`config.mk`:
```
export PLATFORM = sky130hd
export DESIGN_NAME = ps_frame_tx_scheduler
export DESIGN_NICKNAME = d
export VERILOG_FILES = /design/src/rtl/ps_frame_tx_scheduler.sv
export SDC_FILE = /design/constraint.sdc
export NUM_CORES = 1
export LEC_CHECK = 0
export BUFFER_PORTS_ARGS = -buffer_cell sky130_fd_sc_hd__buf_2
export CAP_MARGIN = 10
export CORE_MARGIN = 1.5
export CORE_UTILIZATION = 47
export DETAILED_ROUTE_END_ITERATION = 12
export HOLD_SLACK_MARGIN = 0.1
export PLACE_DENSITY = 0.85
export SYNTH_ARGS = -nofsm -noshare
export SYNTH_HDL_FRONTEND = slang
export SYNTH_SLANG_ARGS = --single-unit
```
`constraint.sdc`:
```
create_clock -name clk -period 1.7 [get_ports clk]
set_input_delay 0.34 -clock clk [delete_from_list [all_inputs] [get_ports clk]]
set_output_delay 0.34 -clock clk [all_outputs]
set_load 0.05 [all_outputs]
```
`src/rtl/ps_frame_tx_scheduler.sv`:
```
// Two-source frame scheduler: round-robin grant, eight payload bytes plus a CRC-8 trailer
// on a valid/ready byte stream, then an enforced idle gap before the next grant.
module ps_frame_tx_scheduler #(
    parameter logic [7:0]  POLYNOMIAL = 8'h07,
    parameter logic [7:0]  INITIAL    = 8'hFF,
    parameter int unsigned GAP_CYCLES = 4
) (
    input  logic        clk,
    input  logic        reset,
    input  logic        req0,
    input  logic        req1,
    input  logic [63:0] payload0,
    input  logic [63:0] payload1,
    output logic        gnt0,
    output logic        gnt1,
    output logic        done0,
    output logic        done1,
    output logic [7:0]  tx_data,
    output logic        tx_valid,
    input  logic        tx_ready,
    output logic [3:0]  byte_counter,
    output logic        busy,
    output logic [1:0]  o_state_dbg
);

    typedef enum logic [1:0] {
        S_IDLE = 2'd0,
        S_SEND = 2'd1,
        S_CRC  = 2'd2,
        S_GAP  = 2'd3
    } state_t;

    localparam logic [3:0] GAP_LAST = 4'(GAP_CYCLES - 1);

    state_t      r_state;
    state_t      w_next;
    logic [63:0] r_shift;
    logic [7:0]  r_crc;
    logic [3:0]  r_byte_cnt;
    logic [3:0]  r_gap_cnt;
    logic        r_owner;
    logic        r_prio;
    logic        r_gnt0;
    logic        r_gnt1;
    logic        w_any_req;
    logic        w_win;

    function automatic logic [7:0] crc8_byte(input logic [7:0] crc, input logic [7:0] data);
        logic [7:0] c;
        c = crc ^ data;
        for (int i = 0; i < 8; i++) begin
            c = c[7] ? ((c << 1) ^ POLYNOMIAL) : (c << 1);
        end
        return c;
    endfunction

    // r_prio names the source that wins when both request at once.
    assign w_any_req = req0 | req1;
    assign w_win     = (req0 && req1) ? r_prio : req1;

    // Stream handshake: a byte transfers on a rising edge where tx_valid and tx_ready are
    // both high; while tx_valid is high and tx_ready low, tx_valid and tx_data hold steady.
    // Both are decoded from registered state only, so a stall cannot disturb them.
    always_comb begin
        w_next       = r_state;
        tx_valid     = 1'b0;
        tx_data      = 8'h00;
        done0        = 1'b0;
        done1        = 1'b0;
        busy         = (r_state != S_IDLE);
        gnt0         = r_gnt0;
        gnt1         = r_gnt1;
        byte_counter = r_byte_cnt;
        o_state_dbg  = r_state;
        case (r_state)
            S_IDLE: begin
                if (w_any_req) w_next = S_SEND;
            end
            S_SEND: begin
                tx_valid = 1'b1;
                tx_data  = r_shift[63:56];
                if (tx_ready && r_byte_cnt == 4'd7) w_next = S_CRC;
            end
            S_CRC: begin
                tx_valid = 1'b1;
                tx_data  = r_crc;
                done0    = tx_ready & ~r_owner;
                done1    = tx_ready & r_owner;
                if (tx_ready) w_next = S_GAP;
            end
            S_GAP: begin
                if (r_gap_cnt == GAP_LAST) w_next = S_IDLE;
            end
            default: w_next = S_IDLE;
        endcase
    end

    always_ff @(posedge clk or negedge reset) begin
        if (!reset) begin
            r_state    <= S_IDLE;
            r_shift    <= 64'h0;
            r_crc      <= INITIAL;
            r_byte_cnt <= 4'd0;
            r_gap_cnt  <= 4'd0;
            r_owner    <= 1'b0;
            r_prio     <= 1'b0;
            r_gnt0     <= 1'b0;
            r_gnt1     <= 1'b0;
        end else begin
            r_state <= w_next;
            r_gnt0  <= 1'b0;
            r_gnt1  <= 1'b0;
            case (r_state)
                S_IDLE: begin
                    if (w_any_req) begin
                        r_owner    <= w_win;
                        r_prio     <= ~w_win;
                        r_shift    <= w_win ? payload1 : payload0;
                        r_crc      <= INITIAL;
                        r_byte_cnt <= 4'd0;
                        r_gnt0     <= ~w_win;
                        r_gnt1     <= w_win;
                    end
                end
                S_SEND: begin
                    if (tx_ready) begin
                        r_crc      <= crc8_byte(r_crc, r_shift[63:56]);
                        r_shift    <= {r_shift[55:0], 8'h00};
                        r_byte_cnt <= r_byte_cnt + 4'd1;
                    end
                end
                S_CRC: begin
                    if (tx_ready) begin
                        r_byte_cnt <= 4'd0;
                        r_gap_cnt  <= 4'd0;
                    end
                end
                S_GAP: begin
                    r_gap_cnt <= r_gap_cnt + 4'd1;
                end
                default: ;
            endcase
        end
    end

endmodule

```
==> results.ini <==
[run_status]
status = finished, violations left
violations = negative setup slack

[sta]
max_slew.worst_pin.slew_ns = 0.491
finalCritPeriodShare = 1.16
finalHoldViolations = 0
fin_ws_ns = -0.266
finClkSkew_ns = 0.0168
finalCriticalPeriod_ns = 1.97
slew_viol_final = 0
max_freq_mhz = 509
fin_hold_ws_ns = 0.261
finalSetupViolCount = 88
rsz0062_at_grt = yes
slew-limit-headroom = 0.673

[floorplanning]
rows = 37
ios = 153
die_x_um = 107
core_um2 = 10500
initial_utilization = 0.490
die_h_um = 107
die_area_um2 = 11600

[worst_setup_path]
crit_path_start = o_state_dbg[0]
path_max_fanout = 8
cp.required_ns = 1.94
path_class = flip-flop to flip-flop
startpoint_type = flip-flop
arrival_ns = 2.21
worstReg2RegStart = o_state_dbg[0]
crit_path_end_kind = flip-flop

[finish]
syn_to_final_growth_pct = 56.4
final_common_cell = buf_2
final_cell_mix = buf_2, o21ai_2, dfrtp_1
fill_cells = 649
final_nets = 892
drive_gt1_frac = 0.561
antenna_cells = 0
final_area_um2 = 8030

[synthesis]
synth-adder-area-share = 0.0146
synth_area_um2 = 5130
ys.flop_type = dfrtp_1
synth_top_family_by_area = compound AO/OA/AOI/OAI gates
yosys_register_bits = 86
ys_seq_area_frac = 0.421
async_flop_share = 1.00
syn-num-nets = 705
synth.avg_cell_area_um2 = 9.07
synthSimpleGateAreaFrac = 0.165
synth_edf_count = 0
synth_warnings = 0
syn-instance-count = 566
synth_compound_area_frac = 0.260
synth_xor_area_frac = 0.0541
muxShareOfSynthArea = 0.0217
yosysUniqueCellTypes = 42

[cts]
htree_levels = 3
clock_path_buffers = 2
cts_tree = built
clock-sinks = 86
clk_pin_slew_ns = 0.10
clk_latency_ns = 0.36
root_buffer = clkbuf_8
tritoncts.num_buffers = 9

[worst_hold_path]
hold_path.class = primary input to flip-flop
min-delay-start = payload0[42]

[route]
ant_nets = 0
vias = 5453
drt-met1-wl_um = 6950
wirelength_um = 18100
post_drt_wl_per_cell_um = 20.3
viasPerCell = 6.10
maxUsedRoutingLayer = met4
drc = 0
drtPass1Iterations = 5
drtIter0Drc = 415
wl_met3_um = 969
wl_met2_um = 9770

[global_route]
grt_usage = 0.288
grt_max_degree = 87
grt_pass1_vias = 5370
grt_pass1_wl_um = 25800
grt_antenna_before_repair = 0
grt-ovfl-total = 0

[placed_design]
dpl_cell_area_um2 = 6270
dp_hpwl_um = 9700
io_buffer_count = 152
gp_congestion = 0.831

[pwr]
power.density_nw_per_um2 = 2320
leakagePower_uw = 0.00373
irDropWorstVdd_uv = 1390

[flow_run]
drv_cap = 0

## flip-flops by register name, summed over array words and instances, names as in the netlist
| name | count |
|---|---|
| r_prio | 1 |
| r_owner | 1 |
| r_crc | 8 |
| r_shift | 64 |
| o_state_dbg | 2 |
| gnt1 | 1 |
| byte_counter | 4 |
| r_gap_cnt | 4 |
| gnt0 | 1 |
## worst paths after layout
kind	end	slack [ns]	cells after the start
worst max-delay path	r_shift[35]	-0.27	9
worst min-delay path	r_shift[42]	0.26	3
worst max register to register	r_shift[35]	-0.27	9
worst min register to register	r_shift[39]	0.52	2
max in group asynchronous	r_crc[0]	0.73	3
min in group asynchronous	o_state_dbg[0]	0.54	3
## metrics by stage
step	setup TNS (ns)	util	power [µW]	cells	setup WS, ns
3_3_place_gp	-0.610	0.599	11300	836	-0.0716
2_1_floorplan	-13.92	-	9620	566	-0.203
3_5_place_dp	-4.41	0.599	11600	836	-0.0997
4_1_cts	-11.56	0.730	17100	892	-0.229
5_1_grt	-17.92	0.767	19500	894	-0.306
6_report	-13.71	0.767	18700	894	-0.266
## area by class of cell
class | count | area [µm²] | share of cell area
multi-input cells | 422 | 3500 | 0.436
flip-flops and latches | 86 | 2160 | 0.270
repair buffers | 227 | 1970 | 0.245
well taps | 136 | 170 | 0.0212
clock buffers | 10 | 138 | 0.0171
clock inverters | 6 | 53.8 | 0.00670
inverters | 7 | 33.8 | 0.00421
## synthesized netlist by cell type, types with 3 or more instances
| master | count | area share |
|---|---|---|
| nand2_1 | 72 | 0.053 |
| o21ai_1 | 39 | 0.038 |
| xor2_1 | 3 | 0.0051 |
| dfrtp_1 | 78 | 0.38 |
| dfstp_2 | 8 | 0.041 |
| a22oi_1 | 8 | 0.012 |
| nor2b_1 | 10 | 0.012 |
| xnor2_1 | 10 | 0.017 |
| a22o_1 | 5 | 0.0085 |
| inv_1 | 6 | 0.0044 |
| a21oi_1 | 4 | 0.0039 |
| buf_2 | 5 | 0.0049 |
| and3_1 | 58 | 0.071 |
| clkbuf_1 | 33 | 0.024 |
| ha_1 | 6 | 0.015 |
| o21ai_0 | 90 | 0.088 |
| nand2b_1 | 8 | 0.0098 |
| nor2_1 | 4 | 0.0029 |
| buf_6 | 13 | 0.029 |
| xnor3_1 | 5 | 0.022 |
| nand3_1 | 4 | 0.0039 |
| mux2i_1 | 10 | 0.020 |
| o22a_1 | 5 | 0.0085 |
| nand4_1 | 5 | 0.0061 |
| a211oi_1 | 56 | 0.082 |
## power breakdown
part	internal, µW	switching, µW	total (µW)
clock	598	817	1420
sequential	3000	1080	4080
combinational	6500	6660	13200
## worst max-delay path, cell delays in order (launching register included)
cell and delay (ns):
dfrtp_2 0.46, inv_4 0.10, ha_4 0.15, or3b_4 0.42, o21a_4 0.16, buf_12 0.14
buf_12 0.13, buf_16 0.14, o21ai_2 0.06, o21ai_1 0.09
## logic make-up after synthesis
logic type | after synthesis
xor gates and xnor gates | 20
muxes | 11
DFF | 86
buffers and inverters | 58
AOI/OAI and AO/OA | 219
and+or+nand+nor | 166
adders and majority gates | 6
## repair_timing
| item | in CTS | in global routing |
|---|---|---|
| hold endpoints to repair | 78 | 0 |
| hold buffers | 1 | 0 |
| cloned | 14 | 3 |
| pin swaps | 56 | 44 |
| buffers inserted | 25 | 11 |
| endpoints found under the setup margin | 87 | 94 |
| gates resized for setup | 207 | 112 |
## routing by layer
metal,track usage,vias up
li1,-,2458
met1,0.346,2689
met2,0.525,269
met3,0.0357,37
met4,0.108,0
met5,0,-
Power figures use the tool's default switching activity.
